`src/rtl/hex_display_pkg.sv`:
```
// Shared types and constants for the multi-digit active-low hex display driver.
package hex_display_pkg;

   typedef logic [6:0] seg_t;

   localparam seg_t SEG_BLANK = 7'h7F;

   typedef enum logic {
      IDLE = 1'b0,
      SCAN = 1'b1
   } state_t;

   // Bit order {g,f,e,d,c,b,a}; a 0 lights the segment.
   function automatic seg_t hex_to_seg(input logic [3:0] nibble);
      seg_t seg;
      case (nibble)
         4'h0:    seg = 7'h40;
         4'h1:    seg = 7'h79;
         4'h2:    seg = 7'h24;
         4'h3:    seg = 7'h30;
         4'h4:    seg = 7'h19;
         4'h5:    seg = 7'h12;
         4'h6:    seg = 7'h02;
         4'h7:    seg = 7'h78;
         4'h8:    seg = 7'h00;
         4'h9:    seg = 7'h18;
         4'hA:    seg = 7'h08;
         4'hB:    seg = 7'h03;
         4'hC:    seg = 7'h27;
         4'hD:    seg = 7'h21;
         4'hE:    seg = 7'h06;
         default: seg = 7'h0E;
      endcase
      return seg;
   endfunction

endpackage

```
`src/rtl/hex_seg_decode.sv`:
```
// Single shared 4-bit to 7-segment active-low decoder used by the digit scan.
module hex_seg_decode
   import hex_display_pkg::*;
(
   input  logic [3:0] nibble,
   output seg_t       seg
);

   // Pure table lookup; one instance serves every digit in turn.
   always_comb begin
      seg = hex_to_seg(nibble);
   end

endmodule

```
`src/rtl/hex_display_ctrl.sv`:
```
// Multi-digit hex display driver: snapshots a value on load, decodes one digit
// per cycle from the most significant down, with leading-zero blanking and
// per-digit blinking applied on the way out.
module hex_display_ctrl
   import hex_display_pkg::*;
#(
   parameter int NUM_DIGITS = 6,
   parameter int BLINK_DIV  = 25000000
) (
   input  logic                    clk,
   input  logic                    reset,
   input  logic [4*NUM_DIGITS-1:0] value_in,
   input  logic                    load,
   input  logic                    blank_lz,
   input  logic                    blink_en,
   input  logic [NUM_DIGITS-1:0]   blink_mask,
   output logic                    ready,
   output logic                    done,
   output logic [7*NUM_DIGITS-1:0] hex_out
);

   localparam int IDX_W = (NUM_DIGITS > 1) ? $clog2(NUM_DIGITS) : 1;
   localparam int CNT_W = (BLINK_DIV > 1) ? $clog2(BLINK_DIV) : 1;

   state_t                  state, next_state;
   logic [IDX_W-1:0]        idx;
   logic [4*NUM_DIGITS-1:0] val_lat;
   logic                    blz_lat;
   logic                    nz;
   seg_t                    digit_q [NUM_DIGITS];
   logic [3:0]              nibble;
   seg_t                    dec_seg;
   seg_t                    wr_seg;
   logic                    accept;
   logic                    last;
   logic [CNT_W-1:0]        blink_cnt;
   logic                    phase;

   hex_seg_decode u_dec (
      .nibble (nibble),
      .seg    (dec_seg)
   );

   assign ready = (state == IDLE);

   // State register; reset abandons any scan in progress.
   always_ff @(posedge clk or posedge reset) begin
      if (reset) state <= IDLE;
      else       state <= next_state;
   end

   // Next state: accept a load only when idle, leave the scan after digit 0.
   always_comb begin
      next_state = state;
      accept     = 1'b0;
      last       = 1'b0;
      case (state)
         IDLE: begin
            if (load) begin
               accept     = 1'b1;
               next_state = SCAN;
            end
         end
         SCAN: begin
            if (idx == '0) begin
               last       = 1'b1;
               next_state = IDLE;
            end
         end
         default: next_state = IDLE;
      endcase
   end

   // Pick the nibble being decoded this cycle and apply leading-zero blanking;
   // digit 0 is never blanked so an all-zero value still shows a single 0.
   always_comb begin
      nibble = '0;
      for (int d = 0; d < NUM_DIGITS; d++) begin
         if (idx == IDX_W'(d)) nibble = val_lat[4*d +: 4];
      end
      wr_seg = (blz_lat && !nz && (nibble == 4'h0) && (idx != '0)) ? SEG_BLANK : dec_seg;
   end

   // Scan datapath: snapshot on accept, then write one digit register per edge.
   always_ff @(posedge clk or posedge reset) begin
      if (reset) begin
         idx     <= '0;
         val_lat <= '0;
         blz_lat <= 1'b0;
         nz      <= 1'b0;
         done    <= 1'b0;
         for (int d = 0; d < NUM_DIGITS; d++) digit_q[d] <= SEG_BLANK;
      end else begin
         done <= last;
         if (accept) begin
            val_lat <= value_in;
            blz_lat <= blank_lz;
            nz      <= 1'b0;
            idx     <= IDX_W'(NUM_DIGITS - 1);
         end else if (state == SCAN) begin
            for (int d = 0; d < NUM_DIGITS; d++) begin
               if (idx == IDX_W'(d)) digit_q[d] <= wr_seg;
            end
            nz  <= nz | (nibble != 4'h0);
            idx <= idx - 1'b1;
         end
      end
   end

   // Blink timebase: free-runs while enabled, parked at zero when disabled.
   always_ff @(posedge clk or posedge reset) begin
      if (reset) begin
         blink_cnt <= '0;
         phase     <= 1'b0;
      end else if (!blink_en) begin
         blink_cnt <= '0;
         phase     <= 1'b0;
      end else if (blink_cnt == CNT_W'(BLINK_DIV - 1)) begin
         blink_cnt <= '0;
         phase     <= ~phase;
      end else begin
         blink_cnt <= blink_cnt + 1'b1;
      end
   end

   for (genvar d = 0; d < NUM_DIGITS; d++) begin : g_out
      assign hex_out[7*d +: 7] = (blink_en && phase && blink_mask[d]) ? SEG_BLANK : digit_q[d];
   end

endmodule

```
`config.mk`:
```
export PLATFORM = sky130hd
export DESIGN_NAME = hex_display_ctrl
export DESIGN_NICKNAME = d
export VERILOG_FILES = /design/src/rtl/hex_display_pkg.sv /design/src/rtl/hex_seg_decode.sv /design/src/rtl/hex_display_ctrl.sv
export SDC_FILE = /design/constraint.sdc
export NUM_CORES = 1
export LEC_CHECK = 0
export CORE_MARGIN = 8
export CORE_UTILIZATION = 30
export DETAILED_ROUTE_END_ITERATION = 7
export PLACE_DENSITY = 0.49
export SYNTH_ARGS = -nofsm -noshare
export SYNTH_HDL_FRONTEND = slang
export SYNTH_SLANG_ARGS = --single-unit
export TNS_END_PERCENT = 50
```
`constraint.sdc`:
```
create_clock -name clk -period 4.1 [get_ports clk]
set_clock_uncertainty 0.05 [all_clocks]
set_input_delay 0.41 -clock clk [delete_from_list [all_inputs] [get_ports clk]]
set_output_delay 0.41 -clock clk [all_outputs]
set_load 0.05 [all_outputs]
```
==> impl_results.rst <==
.. list-table::
   :header-rows: 1

   * - Metric
     - Value
   * - Critical Path AT
     - 3780 ps
   * - Count of pins over their slew limit
     - 0
   * - Class of the worst hold path
     - reg -> reg
   * - Async S/R FF share, synth
     - 1.00
   * - Count of nets left with antenna violations after detail routing
     - 0
   * - # H-tree levels
     - 3
   * - Weighted congestion at the end of routability-driven global placement
     - 0.821
   * - Net count of the mapped netlist
     - 539
   * - Sum of negative setup slack
     - 0 ps
   * - CTS tree
     - built
   * - Overall fraction of global-route tracks in use
     - 0.129
   * - Placed standard-cell area
     - 6030 µm²
   * - Worst path required time
     - 4290 ps
   * - Final core utilization
     - 0.383
   * - Highest clock rate
     - 0.279 GHz
   * - CTS Root Buffer Type
     - sky130_fd_sc_hd__clkbuf_16
   * - Worst stage delay on the critical path
     - 620 ps
   * - Sequential share of the synthesized area
     - 0.502
   * - Number of gates given a new drive strength after cts
     - 0
   * - Synthesis-to-finish area growth
     - 25.7%
   * - Antenna violations before repair
     - 0
   * - Buffers & Inverters on Critical Path
     - 2
   * - N_diodes
     - 0
   * - MaxCap Viol Count
     - 0
   * - Number of flip-flops and latches in the synthesized netlist
     - 99
   * - Hold path startpoint
     - blink_cnt[0]
   * - Netlist area before placement
     - 5040 µm²
   * - Outcome
     - finished, final reports clean
   * - Critical path capture point type
     - flop
   * - Width of the die
     - 146 µm
   * - Cell type with the highest aggregate area in the netlist
     - sky130_fd_sc_hd__dfrtp_1
   * - Row count
     - 47
   * - Post-route minimum period
     - 3590 ps
   * - Kind of start point of the critical path
     - flop
   * - Post-route non-filler standard cell count
     - 792
   * - Fraction of final layout cells with drive strength greater than 1
     - 0.189
   * - Maximum number of pins on one net before global-route repair
     - 48
   * - Average wire length per cell after detail routing
     - 16.5 µm
   * - Buffer levels on the longest clock path
     - 2
   * - Total design power
     - 5730 µW
   * - First-pass GRT wire length
     - 21,800 µm
   * - Most common flop cell mapped by yosys
     - sky130_fd_sc_hd__dfrtp_1
   * - Clk pin slew, worst setup/hold paths
     - 70 ps
   * - Starting utilization of the core area
     - 0.305
   * - Ordered list of cells on the worst path
     - inv_1 > ha_1 > a21oi_1 > a2111oi_0 > or2_2 > inv_1 > ha_1 > or3_1 > a32oi_1 > a21oi_1
   * - PD cells
     - 905 nW/µm²
   * - Via count of the first global-routing pass
     - 3,924
   * - Final Cycle Share
     - 0.875
   * - Setup violators final
     - 0
   * - Total DRC errors in the routed layout
     - 0
   * - Standard cell core area
     - 16,500 µm²
   * - Setup repair after global routing missed its margin
     - no
   * - Height of the die
     - 146 µm
   * - Count of input and output buffers
     - 78
   * - Reg2reg setup slack
     - 510 ps
   * - Top Ports
     - 79
   * - Top fanout value on the critical path
     - 18
   * - Final net count
     - 613
   * - Worst hold path endpoint
     - blink_cnt[0]
   * - Clock network latency to the later pin of the worst-skew pair
     - 350 ps
   * - Total detailed-routing wirelength
     - 13,100 µm
   * - Number of CTS-inserted buffers
     - 9
   * - Count of placed standard cells including taps
     - 776
   * - Area fraction of the dominant cell type after synthesis
     - 0.283
   * - Uppermost metal layer occupied by signal nets
     - met4
   * - Clock tree sinks
     - 99
   * - Post-synthesis area per instance
     - 10.2 µm²
   * - Cell count after synthesis
     - 493
   * - Top delay family on crit path
     - compound AO/OA/AOI/OAI gates
   * - Type of the worst setup path
     - reg -> reg
   * - Buffer count from post-CTS setup fixing
     - 0
   * - Routed length on met3
     - 544 µm
   * - Ys Warns
     - 0
   * - Met2 WL post-DR
     - 5710 µm
   * - Hold Path Cell Cnt
     - 1
   * - Library cells used by synthesis
     - 64
   * - Slew at the pin with the worst max-slew slack
     - 940 ps
   * - Iteration-0 DRC count of the detailed router
     - 147
   * - Die Outline Area
     - 21,200 µm²
   * - Total half-perimeter wirelength after legalization and detailed placement
     - 10,100 µm
   * - Vias after detailed routing
     - 3,788
   * - Cell with the largest stage delay on the worst path
     - sky130_fd_sc_hd__a32oi_1
   * - Number of vias per cell after detailed routing
     - 4.78
   * - Max IR drop VDD
     - 0.339 mV
   * - Count of hold buffers inserted by post-cts repair
     - 0
   * - Slew HR
     - 0.373
   * - First-pass detailed-route iteration total
     - 4
   * - Startpoint of the lowest-slack register-to-register path
     - idx[1]
   * - Terminus of the critical flop-to-flop path
     - digit_q[25]
   * - Synth area leaders
     - sky130_fd_sc_hd__dfrtp_1 (28%), sky130_fd_sc_hd__dfstp_2 (22%), sky130_fd_sc_hd__mux2_2 (5.8%), sky130_fd_sc_hd__nand2b_1 (5.5%), sky130_fd_sc_hd__nor2_1 (4.4%)
   * - Number of enable flip-flop cells after synthesis
     - 0
   * - Static Leak
     - 0.00261 µW
   * - Post-route cell area
     - 6330 µm²
   * - Metal-1 WL
     - 6580 µm
   * - Total gr overflow
     - 0
   * - Depth of the worst register-to-register path
     - 10
   * - Hold violation total from the final report
     - 0
-- area by class of cell --
type | instances | area (µm²)
Timing Repair Buffer | 82 | 811
Sequential cell | 99 | 2530
Tap cell | 220 | 275
Clock inverter | 4 | 32.5
Fill cell | 1641 | 10200
Clock buffer | 12 | 268
Inverter | 15 | 57.6
Multi-Input combinational cell | 360 | 2360
-- stage by stage --
step	hold WS (ps)	worst slack, ps
finish	408	513
global placement	389	691
detailed placement	404	533
CTS	413	512
floorplan	374	1120
global route	436	223
-- state kept, by name (all words and copies together), names as in the netlist --
signal / flops
done: 1
state: 1
digit_q: 42
nz: 1
phase: 1
idx: 3
val_lat: 24
blink_cnt: 25
blz_lat: 1
-- layer usage --
| layer | track usage | vias up |
|---|---|---|
| met2 | 0.188 | 102 |
| met5 | 0 | - |
| met4 | 0.0541 | 0 |
| met1 | 0.177 | 1819 |
| met3 | 0.0320 | 16 |
| li1 | - | 1851 |
-- cell usage in the layout (no fill, tap or decap), types with 3 or more instances in the layout --
master,n
sky130_fd_sc_hd__xor2_1,18
sky130_fd_sc_hd__nand2_1,46
sky130_fd_sc_hd__nand3b_1,3
sky130_fd_sc_hd__inv_1,13
sky130_fd_sc_hd__nor4_1,5
sky130_fd_sc_hd__and4_1,4
sky130_fd_sc_hd__a221o_1,3
sky130_fd_sc_hd__o21ai_1,3
sky130_fd_sc_hd__clkdlybuf4s50_1,78
sky130_fd_sc_hd__xnor2_1,6
sky130_fd_sc_hd__nand4_1,6
sky130_fd_sc_hd__a211oi_1,3
sky130_fd_sc_hd__clkinv_4,3
sky130_fd_sc_hd__clkbuf_16,10
sky130_fd_sc_hd__a21oi_1,27
sky130_fd_sc_hd__and2_1,5
sky130_fd_sc_hd__mux2_2,26
sky130_fd_sc_hd__and3_1,6
sky130_fd_sc_hd__dfrtp_1,57
sky130_fd_sc_hd__buf_4,4
sky130_fd_sc_hd__nor3_1,3
sky130_fd_sc_hd__nand2b_1,44
sky130_fd_sc_hd__ha_1,11
sky130_fd_sc_hd__dfstp_2,42
sky130_fd_sc_hd__nor2_1,59
sky130_fd_sc_hd__nand3_1,15
sky130_fd_sc_hd__o21ai_0,22
-- power breakdown --
part           switching [µW]  internal [µW]  leakage (µW)
Combinational            2040           1140       0.00130
Sequential                252           1460       0.00117
Clock                     374            469      0.000148
-- Yosys cell counts, types with 4 or more instances --
| library cell | n |
|---|---|
| sky130_fd_sc_hd__and2_1 | 5 |
| sky130_fd_sc_hd__clkbuf_1 | 6 |
| sky130_fd_sc_hd__dfstp_2 | 42 |
| sky130_fd_sc_hd__buf_2 | 6 |
| sky130_fd_sc_hd__a21oi_1 | 27 |
| sky130_fd_sc_hd__nor2_1 | 59 |
| sky130_fd_sc_hd__xor2_1 | 18 |
| sky130_fd_sc_hd__mux2_2 | 26 |
| sky130_fd_sc_hd__nor4_1 | 5 |
| sky130_fd_sc_hd__nand4_1 | 6 |
| sky130_fd_sc_hd__dfrtp_1 | 57 |
| sky130_fd_sc_hd__buf_1 | 5 |
| sky130_fd_sc_hd__xnor2_1 | 6 |
| sky130_fd_sc_hd__and3_1 | 6 |
| sky130_fd_sc_hd__nand2b_1 | 44 |
| sky130_fd_sc_hd__inv_1 | 14 |
| sky130_fd_sc_hd__and4_1 | 4 |
| sky130_fd_sc_hd__ha_1 | 11 |
| sky130_fd_sc_hd__nand2_1 | 46 |
| sky130_fd_sc_hd__o21ai_0 | 22 |
| sky130_fd_sc_hd__nand3_1 | 15 |
-- cells by family after synthesis --
logic type | Yosys count | share of synthesized area
simple gates | 212 | 0.218
flops | 99 | 0.502
compound gates | 87 | 0.122
buf+inv | 34 | 0.0298
mux | 26 | 0.0581
xor+xnor | 24 | 0.0417
fa+ha+maj | 11 | 0.0273
-- worst max-delay path by stage --
stage                start      endpoint  slack (ps)  cells past startpoint
floorplan            reset  blink_cnt[0]        1120                      1
CTS                 idx[1]   digit_q[39]         510                     10
global placement    idx[1]   digit_q[39]         690                     10
finish              idx[1]   digit_q[25]         510                     10
detailed placement  idx[1]    digit_q[4]         530                     10
global route        idx[1]   digit_q[14]         220                     12
Power figures use the tool's default switching activity.
